File: src/rtl/cdb_arbiter.sv
// Common Data Bus transmit side: per-source completion FIFOs feeding a registered,
// round-robin arbitrated single broadcast per cycle.
module cdb_arbiter #(
   parameter int NUM_SRC = 2,
   parameter int TAG_W   = 6,
   parameter int DATA_W  = 32,
   parameter int DEPTH   = 2,
   localparam int SRC_W  = (NUM_SRC > 1) ? $clog2(NUM_SRC) : 1
) (
   input  logic                      clk,
   input  logic                      reset,
   input  logic [NUM_SRC-1:0]        src_valid,
   input  logic [NUM_SRC*TAG_W-1:0]  src_tag,
   input  logic [NUM_SRC*DATA_W-1:0] src_data,
   output logic [NUM_SRC-1:0]        src_ready,
   output logic                      cdb_valid,
   output logic [TAG_W-1:0]          cdb_tag,
   output logic [DATA_W-1:0]         cdb_data,
   output logic [SRC_W-1:0]          cdb_src
);

   localparam int PTR_W = $clog2(DEPTH);
   localparam int CNT_W = $clog2(DEPTH + 1);
   localparam logic [CNT_W-1:0] CNT_FULL  = CNT_W'(DEPTH);
   localparam logic [SRC_W:0]   NUM_SRC_X = (SRC_W + 1)'(NUM_SRC);
   localparam logic [SRC_W-1:0] LAST_SRC  = SRC_W'(NUM_SRC - 1);

   logic [NUM_SRC-1:0] non_empty;
   logic [TAG_W-1:0]   head_tag  [NUM_SRC];
   logic [DATA_W-1:0]  head_data [NUM_SRC];
   logic               grant_valid;
   logic [SRC_W-1:0]   grant_idx;
   logic [SRC_W-1:0]   rr_ptr;
   logic [SRC_W:0]     cand;

   for (genvar i = 0; i < NUM_SRC; i++) begin : g_fifo
      logic [TAG_W-1:0]  mem_tag  [DEPTH];
      logic [DATA_W-1:0] mem_data [DEPTH];
      logic [PTR_W-1:0]  wptr;
      logic [PTR_W-1:0]  rptr;
      logic [CNT_W-1:0]  count;
      logic              push;
      logic              pop;

      // ready depends only on the registered count, never on a same-cycle pop
      assign src_ready[i] = (count != CNT_FULL);
      assign non_empty[i] = (count != '0);
      assign push         = src_valid[i] && src_ready[i];
      assign pop          = grant_valid && (grant_idx == SRC_W'(i));
      assign head_tag[i]  = mem_tag[rptr];
      assign head_data[i] = mem_data[rptr];

      always_ff @(posedge clk or negedge reset) begin
         if (!reset) begin
            wptr  <= '0;
            rptr  <= '0;
            count <= '0;
         end else begin
            if (push) wptr <= wptr + 1'b1;
            if (pop)  rptr <= rptr + 1'b1;
            if (push && !pop)      count <= count + 1'b1;
            else if (!push && pop) count <= count - 1'b1;
         end
      end

      always_ff @(posedge clk) begin
         if (push) begin
            mem_tag[wptr]  <= src_tag[i*TAG_W +: TAG_W];
            mem_data[wptr] <= src_data[i*DATA_W +: DATA_W];
         end
      end
   end

   // Search upward from rr_ptr with wrap; first non-empty FIFO wins.
   always_comb begin
      grant_valid = 1'b0;
      grant_idx   = '0;
      cand        = '0;
      for (int k = 0; k < NUM_SRC; k++) begin
         cand = {1'b0, rr_ptr} + (SRC_W + 1)'(k);
         if (cand >= NUM_SRC_X) cand = cand - NUM_SRC_X;
         if (!grant_valid && non_empty[cand[SRC_W-1:0]]) begin
            grant_valid = 1'b1;
            grant_idx   = cand[SRC_W-1:0];
         end
      end
   end

   always_ff @(posedge clk or negedge reset) begin
      if (!reset) begin
         cdb_valid <= 1'b0;
         cdb_tag   <= '0;
         cdb_data  <= '0;
         cdb_src   <= '0;
         rr_ptr    <= '0;
      end else begin
         cdb_valid <= grant_valid;
         if (grant_valid) begin
            cdb_tag  <= head_tag[grant_idx];
            cdb_data <= head_data[grant_idx];
            cdb_src  <= grant_idx;
            rr_ptr   <= (grant_idx == LAST_SRC) ? '0 : grant_idx + 1'b1;
         end
      end
   end

endmodule

File: config.mk
export PLATFORM = sky130hd
export DESIGN_NAME = cdb_arbiter
export DESIGN_NICKNAME = d
export VERILOG_FILES = /design/src/rtl/cdb_arbiter.sv
export SDC_FILE = /design/constraint.sdc
export NUM_CORES = 1
export LEC_CHECK = 0
export ABC_AREA = 1
export CAP_MARGIN = 20
export CORE_ASPECT_RATIO = 0.7
export CORE_MARGIN = 5
export CORE_UTILIZATION = 40
export DETAILED_ROUTE_END_ITERATION = 10
export MAX_ROUTING_LAYER = met4
export SLEW_MARGIN = 10
export SYNTH_ARGS = -nofsm -noshare
export SYNTH_HDL_FRONTEND = slang
export SYNTH_SLANG_ARGS = --single-unit
File: constraint.sdc
create_clock -name clk -period 8.4 [get_ports clk]
set_input_delay 1.68 -clock clk [delete_from_list [all_inputs] [get_ports clk]]
set_output_delay 1.68 -clock clk [all_outputs]
set_load 0.01 [all_outputs]
==> flow_metrics.env <==
export IMPL_status="completed"
export IMPL_ys_types=21
export IMPL_setup_tns_ns=0
export IMPL_areaGrowthSynthToFinish_pct=25.3
export IMPL_ioPinCount=122
export IMPL_cts_tree="done"
export IMPL_place_area_sq_mm=0.00969
export IMPL_switching_share_pct=35.8
export IMPL_clkTransAtPathRegs_ns=0.06
export IMPL_yosysWarnings=0
export IMPL_slew_viol_final=0
export IMPL_critical_path_top_delay_family="buffers and inverters"
export IMPL_ff_latch_area_sq_mm=0.00579
export IMPL_start_util_pct=40.2
export IMPL_crit_end="src_ready[0]"
export IMPL_arrival_ns=1.66
export IMPL_crit_path_start="g_fifo[0].count[0]"
export IMPL_dieArea_sq_mm=0.0237
export IMPL_grt_overflow=0
export IMPL_synthCells=781
export IMPL_clockBufferDepth=3
export IMPL_cp_num_buf_inv=2
export IMPL_setup_viol=0
export IMPL_p_comb_share_pct=36.2
export IMPL_r2r_end="g_fifo[0].count[1]"
export IMPL_portBuffers=121
export IMPL_synth_seq_cells=201
export IMPL_antenna_found_initial=0
export IMPL_fin_crit_ns=3.34
export IMPL_clk_latency_ns=0.49
export IMPL_gp_congestion=0.790
export IMPL_htreeDepth=1
export IMPL_ys_seq_area_share_pct=70.1
export IMPL_syn_avg_cell_area_sq_um=10.6
export IMPL_slowest_delay_ns=0.55
export IMPL_clockPowerShare_pct=22.0
export IMPL_cts_sinks=201
export IMPL_layout_common_cells="nand2_1, edfxtp_1, clkdlybuf4s50_1"
export IMPL_cp_max_fo=4
export IMPL_wl_per_cell_um=15.2
export IMPL_end_kind="output port"
export IMPL_grt_pass1_vias=5311
export IMPL_ys_async_sr_fraction_pct=24.4
export IMPL_multi_input_area_sq_mm=0.00188
export IMPL_drv_cap=0
export IMPL_p_int_mw=2.41
export IMPL_nNetsFinal=977
export IMPL_power_per_cell_area_mw_per_mm2=363
export IMPL_hold_buffers=0
export IMPL_ir_worst_vdd_uv=205
export IMPL_vias=5382
export IMPL_cpMaxStageDelayCell="clkdlybuf4s50_1"
export IMPL_hold_path_class="flip-flop to flip-flop"
export IMPL_core_sq_mm=0.0205
export IMPL_worst_pin_slew_ns=1.01
export IMPL_fmax_mhz=299
export IMPL_n_fill_cell=1838
export IMPL_row_count=44
export IMPL_r2r_slack_ns=5.78
export IMPL_p_leak_nw=4.44
export IMPL_critical_path_depth=3
export IMPL_r2r_start="g_fifo[1].count[1]"
export IMPL_antenna_cells=0
export IMPL_reg2regPathDepth=8
export IMPL_clock_skew_ns=0.00460
export IMPL_routed_via_density=4.54
export IMPL_synth_area_sq_mm=0.00826
export IMPL_synth_nets=863
export IMPL_grt_pass1_wl_mm=28.0
export IMPL_postCtsSetupBuffers=0
export IMPL_critical_path_class="flip-flop to output port"
export IMPL_p_seq_share_pct=41.8
export IMPL_critPathRequiredTime_ns=6.72
export IMPL_cts_resized=0
export IMPL_grt_usage_pct=15.7
export IMPL_synth_main_ff_cell="edfxtp_1"
export IMPL_relSlewSlack_pct=33.0
export IMPL_cts_root_buf="clkbuf_16"
export IMPL_die_h_um=130
export IMPL_final_cell_area_sq_mm=0.0103
export IMPL_fin_crit_sh_pct=39.8
export IMPL_path_cells="inv_1 -> nand2_1 -> clkdlybuf4s50_1"
export IMPL_wirelength_mm=18.0
export IMPL_firstDrtPassIters=4
export IMPL_grt_max_degree=64
export IMPL_drc_errors=0
export IMPL_p_switching_mw=1.34
export IMPL_drive_gt1_share_pct=5.39
export IMPL_layout_commonest_cell="nand2_1"
export IMPL_cts_made_buffers=20
export IMPL_grt_setup_unrepaired="false"
export IMPL_antenna_left=0
export IMPL_synth_edff_count=152
export IMPL_drt_initial_drc_count=295
export IMPL_hpwl_mm=12.1
export IMPL_die_w_um=182
export IMPL_start_kind="flip-flop"
export IMPL_final_hold_viol_count=0
[per-layer routing]
metal	wire length, um	GRT usage, %
met5	0	-
met4	403	3.79
met3	1010	3.20
met2	8240	25.4
met1	8370	20.7
[metrics by stage]
stage / setup slack, ns / utilization, % / instances / hold WS, ns / power (mW)
finish: 5.06 / 50.4 / 1185 / 0.479 / 3.75
global route: 4.98 / 50.4 / 1185 / 0.495 / 4.04
CTS: 5.04 / 50.1 / 1183 / 0.484 / 3.80
detailed placement: 4.77 / 47.2 / 1147 / 0.466 / 2.96
global placement: 4.79 / 47.1 / 1146 / 0.459 / 2.94
floorplan: 4.57 / - / 781 / 0.484 / 2.44
[kinds of logic (layout without fill, tap and decap cells)]
logic type / Yosys count / in the layout / synth area share [%]
flip-flops: 201 / 201 / 70.1
adder cells (fa/ha/maj): 2 / 2 / 0.303
AO/OA/AOI/OAI: 25 / 25 / 1.56
AND/OR/NAND/NOR: 402 / 402 / 20.0
buffers and inverters: 146 / 274 / 7.51
XOR/XNOR: 5 / 5 / 0.530
[state kept, by name (all words and copies together) (netlist names)]
signal           count
g_fifo.count         4
g_fifo.wptr          2
g_fifo.mem_data    128
cdb_valid            1
rr_ptr               1
g_fifo.mem_tag      24
cdb_data            32
cdb_tag              6
g_fifo.rptr          2
cdb_src              1
[synth_stat cells, types with 3 or more instances]
cell      instances  area [sq um]
o21ai_0          18          90.1
inv_1           107           402
buf_6             3          33.8
nand2_1         264           991
o21ai_1           6          30.0
edfxtp_1        152          4560
inv_2             3          11.3
dfrtp_1          49          1230
and2_1            7          43.8
nor2_1           43           161
buf_4             6          45.0
xnor2_1           4          35.0
clkbuf_1          5          18.8
buf_2            22           110
nand3_1          77           385
and2_0            8          50.1
[cell type report]
type / count / area share, %
sequential: 201 / 56.0
multi-input combinational: 434 / 18.2
timing repair buffer: 128 / 12.7
clock buffer: 26 / 5.36
inverter: 110 / 3.99
tap: 276 / 3.34
clock inverter: 10 / 0.496
[how the worst min path moves through the flow]
| stage | from | end | slack, ns | cells past startpoint |
|---|---|---|---|---|
| after floorplan | g_fifo[1].count[1] | g_fifo[1].count[1] | 0.48 | 1 |
| final | cdb_data[7] | cdb_data[7] | 0.48 | 2 |
| after global placement | cdb_src | cdb_src | 0.46 | 2 |
| after global routing | cdb_data[4] | cdb_data[4] | 0.49 | 2 |
| after CTS | cdb_src | cdb_src | 0.48 | 2 |
| after detailed placement | cdb_src | cdb_src | 0.47 | 2 |
[power groups by stage]
| stage | sequential [mW] | clock, mW | combinational [mW] |
|---|---|---|---|
| 2_1_floorplan | 1.56 | 0 | 0.872 |
| 3_3_place_gp | 1.59 | 0 | 1.35 |
| 3_5_place_dp | 1.59 | 0 | 1.37 |
| 4_1_cts | 1.57 | 0.848 | 1.38 |
| 5_1_grt | 1.60 | 0.889 | 1.55 |
| 6_report | 1.57 | 0.825 | 1.36 |
[worst register-to-register path: cells and delay by family, from the launching register on]
family	cells	cell delay, ns
simple gates	5	1.25
flops	1	0.40
xor+xnor	1	0.12
buf+inv	1	0.46
fa+ha+maj	1	0.29
Power figures use the tool's default switching activity.
